$ cat src/rtl/vs_fp_dot_acc.sv
// Streaming Q-format inner-product engine: a*b rescaled by Q, accumulated with
// per-step saturation, one saturated sum per vector marked by in_last.
module vs_fp_dot_acc #(
  parameter int Q     = 15,
  parameter int CNT_W = 16
) (
  input  logic                clk,
  input  logic                reset_n,
  input  logic                in_valid,
  output logic                in_ready,
  input  logic signed [31:0]  in_a,
  input  logic signed [31:0]  in_b,
  input  logic                in_last,
  output logic                out_valid,
  input  logic                out_ready,
  output logic signed [31:0]  out_sum,
  output logic                out_sat,
  output logic [CNT_W-1:0]    out_count
);

  typedef enum logic [1:0] {
    IDLE  = 2'd0,
    ACC   = 2'd1,
    DRAIN = 2'd2,
    HOLD  = 2'd3
  } state_t;

  // Clamp limits are symmetric so the accumulator never reaches 0x80000000.
  localparam logic signed [64:0] SUM_MAX = 65'sd2147483647;
  localparam logic signed [64:0] SUM_MIN = -65'sd2147483647;
  localparam logic signed [31:0] ACC_MAX = 32'sh7FFF_FFFF;
  localparam logic signed [31:0] ACC_MIN = 32'sh8000_0001;

  state_t state_q, state_d;

  logic               accept;
  logic               out_hs;
  logic signed [63:0] prod_full;

  logic               s1_valid;
  logic               s1_last;
  logic signed [63:0] s1_p;

  logic signed [31:0] acc_q, acc_d;
  logic               sat_q, sat_set;
  logic [CNT_W-1:0]   cnt_q;
  logic signed [64:0] sum_wide;

  // ---------------------------------------------------------------------------
  // Control FSM
  // ---------------------------------------------------------------------------
  // NOTE: sequential state uses non-blocking assignments so every register
  // samples the pre-edge values of its neighbours, independent of block order.
  always_ff @(posedge clk or negedge reset_n) begin
    if (!reset_n) state_q <= IDLE;
    else          state_q <= state_d;
  end

  // NOTE: every output of this block gets a default first, so no path leaves
  // a signal unassigned and no latch is inferred.
  always_comb begin
    state_d   = state_q;
    in_ready  = 1'b0;
    out_valid = 1'b0;
    unique case (state_q)
      IDLE: begin
        in_ready = 1'b1;
        if (in_valid) state_d = in_last ? DRAIN : ACC;
      end
      ACC: begin
        in_ready = 1'b1;
        if (in_valid && in_last) state_d = DRAIN;
      end
      DRAIN: begin
        // The last product sits in stage 1 and lands in acc on this edge.
        if (s1_valid && s1_last) state_d = HOLD;
      end
      HOLD: begin
        out_valid = 1'b1;
        if (out_ready) state_d = IDLE;
      end
      default: state_d = IDLE;
    endcase
  end

  assign accept = in_valid && in_ready;
  assign out_hs = out_valid && out_ready;

  // ---------------------------------------------------------------------------
  // Stage 1: full-precision product, floor-rescaled by Q
  // ---------------------------------------------------------------------------
  assign prod_full = 64'(in_a) * 64'(in_b);

  // NOTE: only control and datapath registers exist here (no memories), so
  // all of them are cleared by the asynchronous reset.
  always_ff @(posedge clk or negedge reset_n) begin
    if (!reset_n) begin
      s1_valid <= 1'b0;
      s1_last  <= 1'b0;
      s1_p     <= '0;
    end else begin
      s1_valid <= accept;
      s1_last  <= accept && in_last;
      if (accept) s1_p <= prod_full >>> Q;
    end
  end

  // ---------------------------------------------------------------------------
  // Stage 2: saturating accumulate
  // ---------------------------------------------------------------------------
  assign sum_wide = 65'(acc_q) + 65'(s1_p);

  always_comb begin
    acc_d   = acc_q;
    sat_set = 1'b0;
    if (s1_valid) begin
      if (sum_wide > SUM_MAX) begin
        acc_d   = ACC_MAX;
        sat_set = 1'b1;
      end else if (sum_wide < SUM_MIN) begin
        acc_d   = ACC_MIN;
        sat_set = 1'b1;
      end else begin
        acc_d   = sum_wide[31:0];
      end
    end
  end

  // Stage 1 is always empty during HOLD, so the handshake clear never races
  // an accumulate.
  always_ff @(posedge clk or negedge reset_n) begin
    if (!reset_n) begin
      acc_q <= '0;
      sat_q <= 1'b0;
      cnt_q <= '0;
    end else if (out_hs) begin
      acc_q <= '0;
      sat_q <= 1'b0;
      cnt_q <= '0;
    end else begin
      acc_q <= acc_d;
      sat_q <= sat_q | sat_set;
      if (accept && (cnt_q != '1)) cnt_q <= cnt_q + CNT_W'(1);
    end
  end

  assign out_sum   = acc_q;
  assign out_sat   = sat_q;
  assign out_count = cnt_q;

endmodule

$ cat config.mk
export PLATFORM = sky130hd
export DESIGN_NAME = vs_fp_dot_acc
export DESIGN_NICKNAME = d
export VERILOG_FILES = /design/src/rtl/vs_fp_dot_acc.sv
export SDC_FILE = /design/constraint.sdc
export NUM_CORES = 2
export LEC_CHECK = 0
export BUFFER_PORTS_ARGS = -buffer_cell sky130_fd_sc_hd__clkbuf_2
export CELL_PAD_IN_SITES_DETAIL_PLACEMENT = 0
export CELL_PAD_IN_SITES_GLOBAL_PLACEMENT = 1
export CORE_MARGIN = 2
export CORE_UTILIZATION = 44
export DETAILED_ROUTE_END_ITERATION = 8
export PLACE_DENSITY = 0.71
export SKIP_CTS_REPAIR_TIMING = 1
export SLEW_MARGIN = 20
export SYNTH_ARGS = -nofsm -noshare
export SYNTH_HDL_FRONTEND = slang
export SYNTH_SLANG_ARGS = --single-unit
$ cat constraint.sdc
create_clock -name clk -period 10.5 [get_ports clk]
set_clock_uncertainty 0.15 [all_clocks]
set_input_delay 1.05 -clock clk [delete_from_list [all_inputs] [get_ports clk]]
set_output_delay 1.05 -clock clk [all_outputs]
set_load 0.02 [all_outputs]
# After elaboration in Yosys (flattened, before gate mapping)
# Index checks and enable logic that the tools add are counted.
[word_totals]
reg_bits = 102
in_bits = 69
wordCells = 50
[op_classes]
n_addsub = 2
n_mul = 1
order_cmp = 2
n_eq_ne = 8
mux = 18
bitwise = 1
n_reduce_logical = 11
[op_table]
columns = ["op", "n"]
rows = [
  ["$mux 32", 4],
  ["$mul 32x32->64", 1],
  ["$add 32x49->50", 1],
  ["$gt 50x32->1 const B", 1],
  ["$lt 50x32->1 const B", 1],
  ["$mux 16", 2],
  ["$add 16x1->16 const B", 1],
  ["$ne 16x16->1 const B", 1],
  ["$mux 2", 5],
  ["$ne 2x2->1 const B", 4],
  ["$pmux 2 s4", 1],
  ["$logic_and 1x1->1", 6],
  ["$mux 1", 6],
  ["$eq 2x2->1 const B", 2],
  ["$reduce_and 4->1", 1],
  ["$reduce_bool 2->1", 2],
  ["$eq 2x1->1 const B", 1],
  ["$logic_not 2->1", 1],
  ["$reduce_or 2->1", 1],
  ["$or 1x1->1", 1],
]

# Longest topological paths before layout
[logic_depth]
word_depth = 7
depth_mapped = 30
ltp_nobuf = 28

# Worst setup path after synthesis
# Ideal clock, no wire load.
[synth_timing]
path_type = "input -> register"
start = "input port in_b[2]"
end = "register, netlist name s1_p[48]"
setup_ns = 0.124
t_arrival_ns = 8.470
t_required_ns = 10.226
setup_slack_ns = 1.756
cell_stages = 26
path_buffers = 1
path_cell_list = "clkbuf_1 > nand2_1 > inv_1 > fa_1 > fa_1 > fa_1 > fa_1 > inv_1 > fa_1 > inv_1 > fa_1 > inv_1 > fa_1 > inv_1 > fa_1 > ha_1 > a21oi_1 > nor2b_1 > o21ai_0 > nand2b_1 > a221o_1 > a21o_1 > nor3_1 > a211oi_1 > o21a_1 > o31a_1"
[synth_between]
elab_chain_cells = 1
[synth_rtl]
columns = ["element", "line_no", "text"]
rows = [
  ["from (decl)", "12", "input logic signed [31:0] in_b,"],
  ["$mul 32x32->64", "92", "assign prod_full = 64'(in_a) * 64'(in_b);"],
]
# Every way passes these cells.
# A chain may end at the register's enable or synchronous reset.

# Worst setup path after layout
[layout_timing]
start = "input port in_a[11]"
end = "register s1_p[42]"
[layout_between]
elab_chain_cells = 1
[layout_rtl]
columns = ["element", "line_no", "text"]
rows = [
  ["from (decl)", "11", "input logic signed [31:0] in_a,"],
  ["$mul 32x32->64", "92", ""],
  ["to (signal assigned)", "104", "if (accept) s1_p <= prod_full >>> Q;"],
  ["to (decl)", "42", "logic signed [63:0] s1_p;"],
]
# Every way passes these cells.

==> results.md <==
- Remaining DRCs: 0
- HPWL after DPL: 100000 um
- Status: finished clean
- Post-Synth Adder-Cell Area: 57.2%
- Die X-Extent: 316 um
- Max_slew headroom: 26.3%
- Mux cell area share after synthesis: 0.218%
- Nature of the critical path endpoint: register
- Max FO, Critical Path: 32
- Setup WS pre-CTS: 0.555 ns
- Layout cells sized above 1: 4.89%
- Via Count: 30700
- #FFs+latches synth: 102
- GR Overflow Total: 0
- Final period util: 91.8%
- GRT Overall Usage: 24.5%
- Yosys warnings: 0
- Nets: 5958
- Final-report hold violation count: 0
- DRT Pass-1 Iters: 5
- H-tree levels: 3
- CP required: 10.66 ns
- PnR worst setup slack: 0.856 ns
- CTS Sinks: 102
- Final wirelength: 118000 um
- Syn nets: 6015
- Max Cap Viol: 0
- Number of distinct library cells after synthesis: 77
- Post-synthesis compound-gate area fraction: 7.00%
- Critical path type: input pin to register
- Post-Synth Simple-Gate Area: 16.8%
- Antenna-violating nets left: 0
- Final core utilization: 46.5%
- First-pass GRT wire length: 189000 um
- Mean area per synthesized cell: 9.28 sq um
- Chip height: 316 um
- WP data arrival: 9.80 ns
- Antenna violations before repair: 3
- Seq/Total Area, Yosys: 5.94%
- Die ar.: 100000 sq um
- Startpoint Class: input pin
- CTS buffer count: 9
- Worst Tran Pin Value: 1.08 ns
- Synthesized area: 43000 sq um
- Cell count after synthesis: 4630
- Worst skew pair latency: 0.38 ns
- Synth Flop Type: dfrtp_1
- Tmin final: 9.64 ns
- Worst Hold Class: register to register
- I/O pin count: 120
- Area growth, synth to finish: 4.57%
- Setup TNS: 0 ns
- # setup viols final: 0
- Clock Tree Buf Depth: 2
- Max Transition Viols Final: 0
- Placeable Area: 96700 sq um
- Initial core utilization: 44.4%
- Buffers added on ports: 119
- CTS root buf: clkbuf_16
- RD Place Congestion: 0.878
- DR WL/cell: 20.1 um
- EDFF count, synth: 0
- CTS clock-pin slew for the worst setup and hold paths: 0.07 ns
- Largest family of logic cells by synthesized area: adder cells
- Initial DRC count: 1645
- Via-to-Cell Ratio: 5.25
- Number of global-route vias before repair: 33400
- RSZ-0062 raised after global routing: no
- Post-synth ARST share: 100%
- Worst hold slack: 0.333 ns
- Layout fillers: 9457
- TritonCTS clock tree: yes
- XOR/XNOR Fraction of Synth Area: 1.98%
- Largest net degree at the start of global routing: 73
- Peak Freq: 0.104 GHz
- # rows: 114
layer usage:
layer / vias up / global-route usage, % / wire length, um
met3: 159 / 2.66 / 4980
met4: 0 / 7.15 / 3810
met2: 625 / 43.2 / 60400
met1: 16200 / 31.9 / 48500
met5: - / 0 / 0
li1: 13700 / - / -
sequential cells by signal, summed over array words and instances, names as in the netlist:
register and count:
out_sum 32, out_count 16, s1_valid 1, state_q 2, s1_last 1, s1_p 49
out_sat 1
final cells by class:
cell class | instances | area (sq um) | area share (%)
multi-input combinational | 3299 | 35800 | 79.6
inverter | 992 | 3720 | 8.29
clock inverter | 5 | 65.1 | 0.145
antenna | 3 | 7.51 | 0.0167
timing repair buffer | 169 | 973 | 2.17
clock buffer | 10 | 239 | 0.532
sequential | 102 | 2550 | 5.68
tap | 1276 | 1600 | 3.55
final timing paths:
path | cells past startpoint | endpoint | start | slack [ns]
hold reg to reg | 2 | s1_p[38] | s1_p[38] | 0.33
min in group asynchronous | 1 | s1_p[47] | reset_n | 0.55
max in group asynchronous | 2 | s1_valid | reset_n | 8.46
setup reg to reg | 12 | out_sum[29] | out_sum[0] | 4.99
hold / removal | 2 | s1_p[38] | s1_p[38] | 0.33
setup / recovery | 26 | s1_p[42] | in_a[11] | 0.86
worst max-delay path: stages:
cell and delay [ns]:
clkbuf_2 0.52, and2_1 0.41, fa_1 0.57, fa_1 0.45, fa_1 0.53, inv_1 0.05, fa_1 0.47, inv_1 0.06
fa_1 0.45, ha_1 0.29, fa_1 0.48, inv_1 0.05, fa_1 0.49, inv_1 0.05, ha_1 0.35, and3_1 0.26
o211ai_1 0.14, a31oi_1 0.19, a311o_1 0.39, a211o_1 0.24, nand4b_1 0.20, a2111oi_0 1.00, or3_1 0.35, a21oi_1 0.15
or4_1 0.48, nand3_1 0.09
logic make-up after synthesis:
kind of cell | after synthesis
simple gates | 1437
fa+ha+maj | 1316
buf+inv | 1229
compound gates | 440
flops | 102
xor+xnor | 97
mux | 9
stage by stage:
step                      cells  area [sq um]
after detailed placement   5838         44600
after CTS                  5853         44900
after global placement     5838         44600
after floorplan            4630         43000
after global routing       5853         44900
final                      5856         44900
layout by cell type, fill, tap and decap left out, drive strengths merged, types with 25 or more instances in the layout:
cell,instances
xnor2,54
fa,1082
nand2,613
nor2,114
buf,51
a21o,39
a211oi,28
nand3,27
ha,234
xor2,43
o21ai,102
inv,994
a21oi,97
clkbuf,128
and2,523
dfrtp,102
nand4,28
nor3,25
synth_stat cells, types with 5 or more instances:
master / instances / area, sq um
mux2i_1: 6 / 60.1
o21bai_1: 9 / 67.6
and2_1: 523 / 3270
o31ai_1: 12 / 90.1
nand2b_1: 17 / 106
o211ai_1: 19 / 143
and4_1: 10 / 87.6
or3_1: 7 / 43.8
or2_2: 7 / 43.8
nor4_1: 11 / 68.8
nor2b_1: 11 / 68.8
a21oi_2: 5 / 43.8
a221o_1: 22 / 220
a211o_1: 17 / 149
o2111ai_1: 6 / 52.6
nand4_1: 28 / 175
o311ai_0: 5 / 43.8
ha_1: 234 / 2930
buf_2: 6 / 30.0
xnor2_1: 54 / 473
a211oi_1: 18 / 135
nand3_1: 27 / 135
a21oi_1: 92 / 460
o21ai_0: 97 / 485
inv_1: 991 / 3720
a31oi_1: 16 / 100
a211oi_2: 10 / 125
clkbuf_1: 222 / 833
nor3_1: 25 / 125
nor2_1: 113 / 424
a21boi_0: 7 / 52.6
buf_6: 5 / 56.3
a21o_1: 39 / 293
xor2_1: 43 / 377
dfrtp_1: 102 / 2550
o21a_1: 22 / 165
nand2_1: 611 / 2290
o211a_1: 5 / 50.1
and3_1: 22 / 138
fa_1: 1082 / 21700
Power is left out: the tool's default activity adds up to more than one toggle a clock period on the data nets, which glitch-free logic cannot reach.
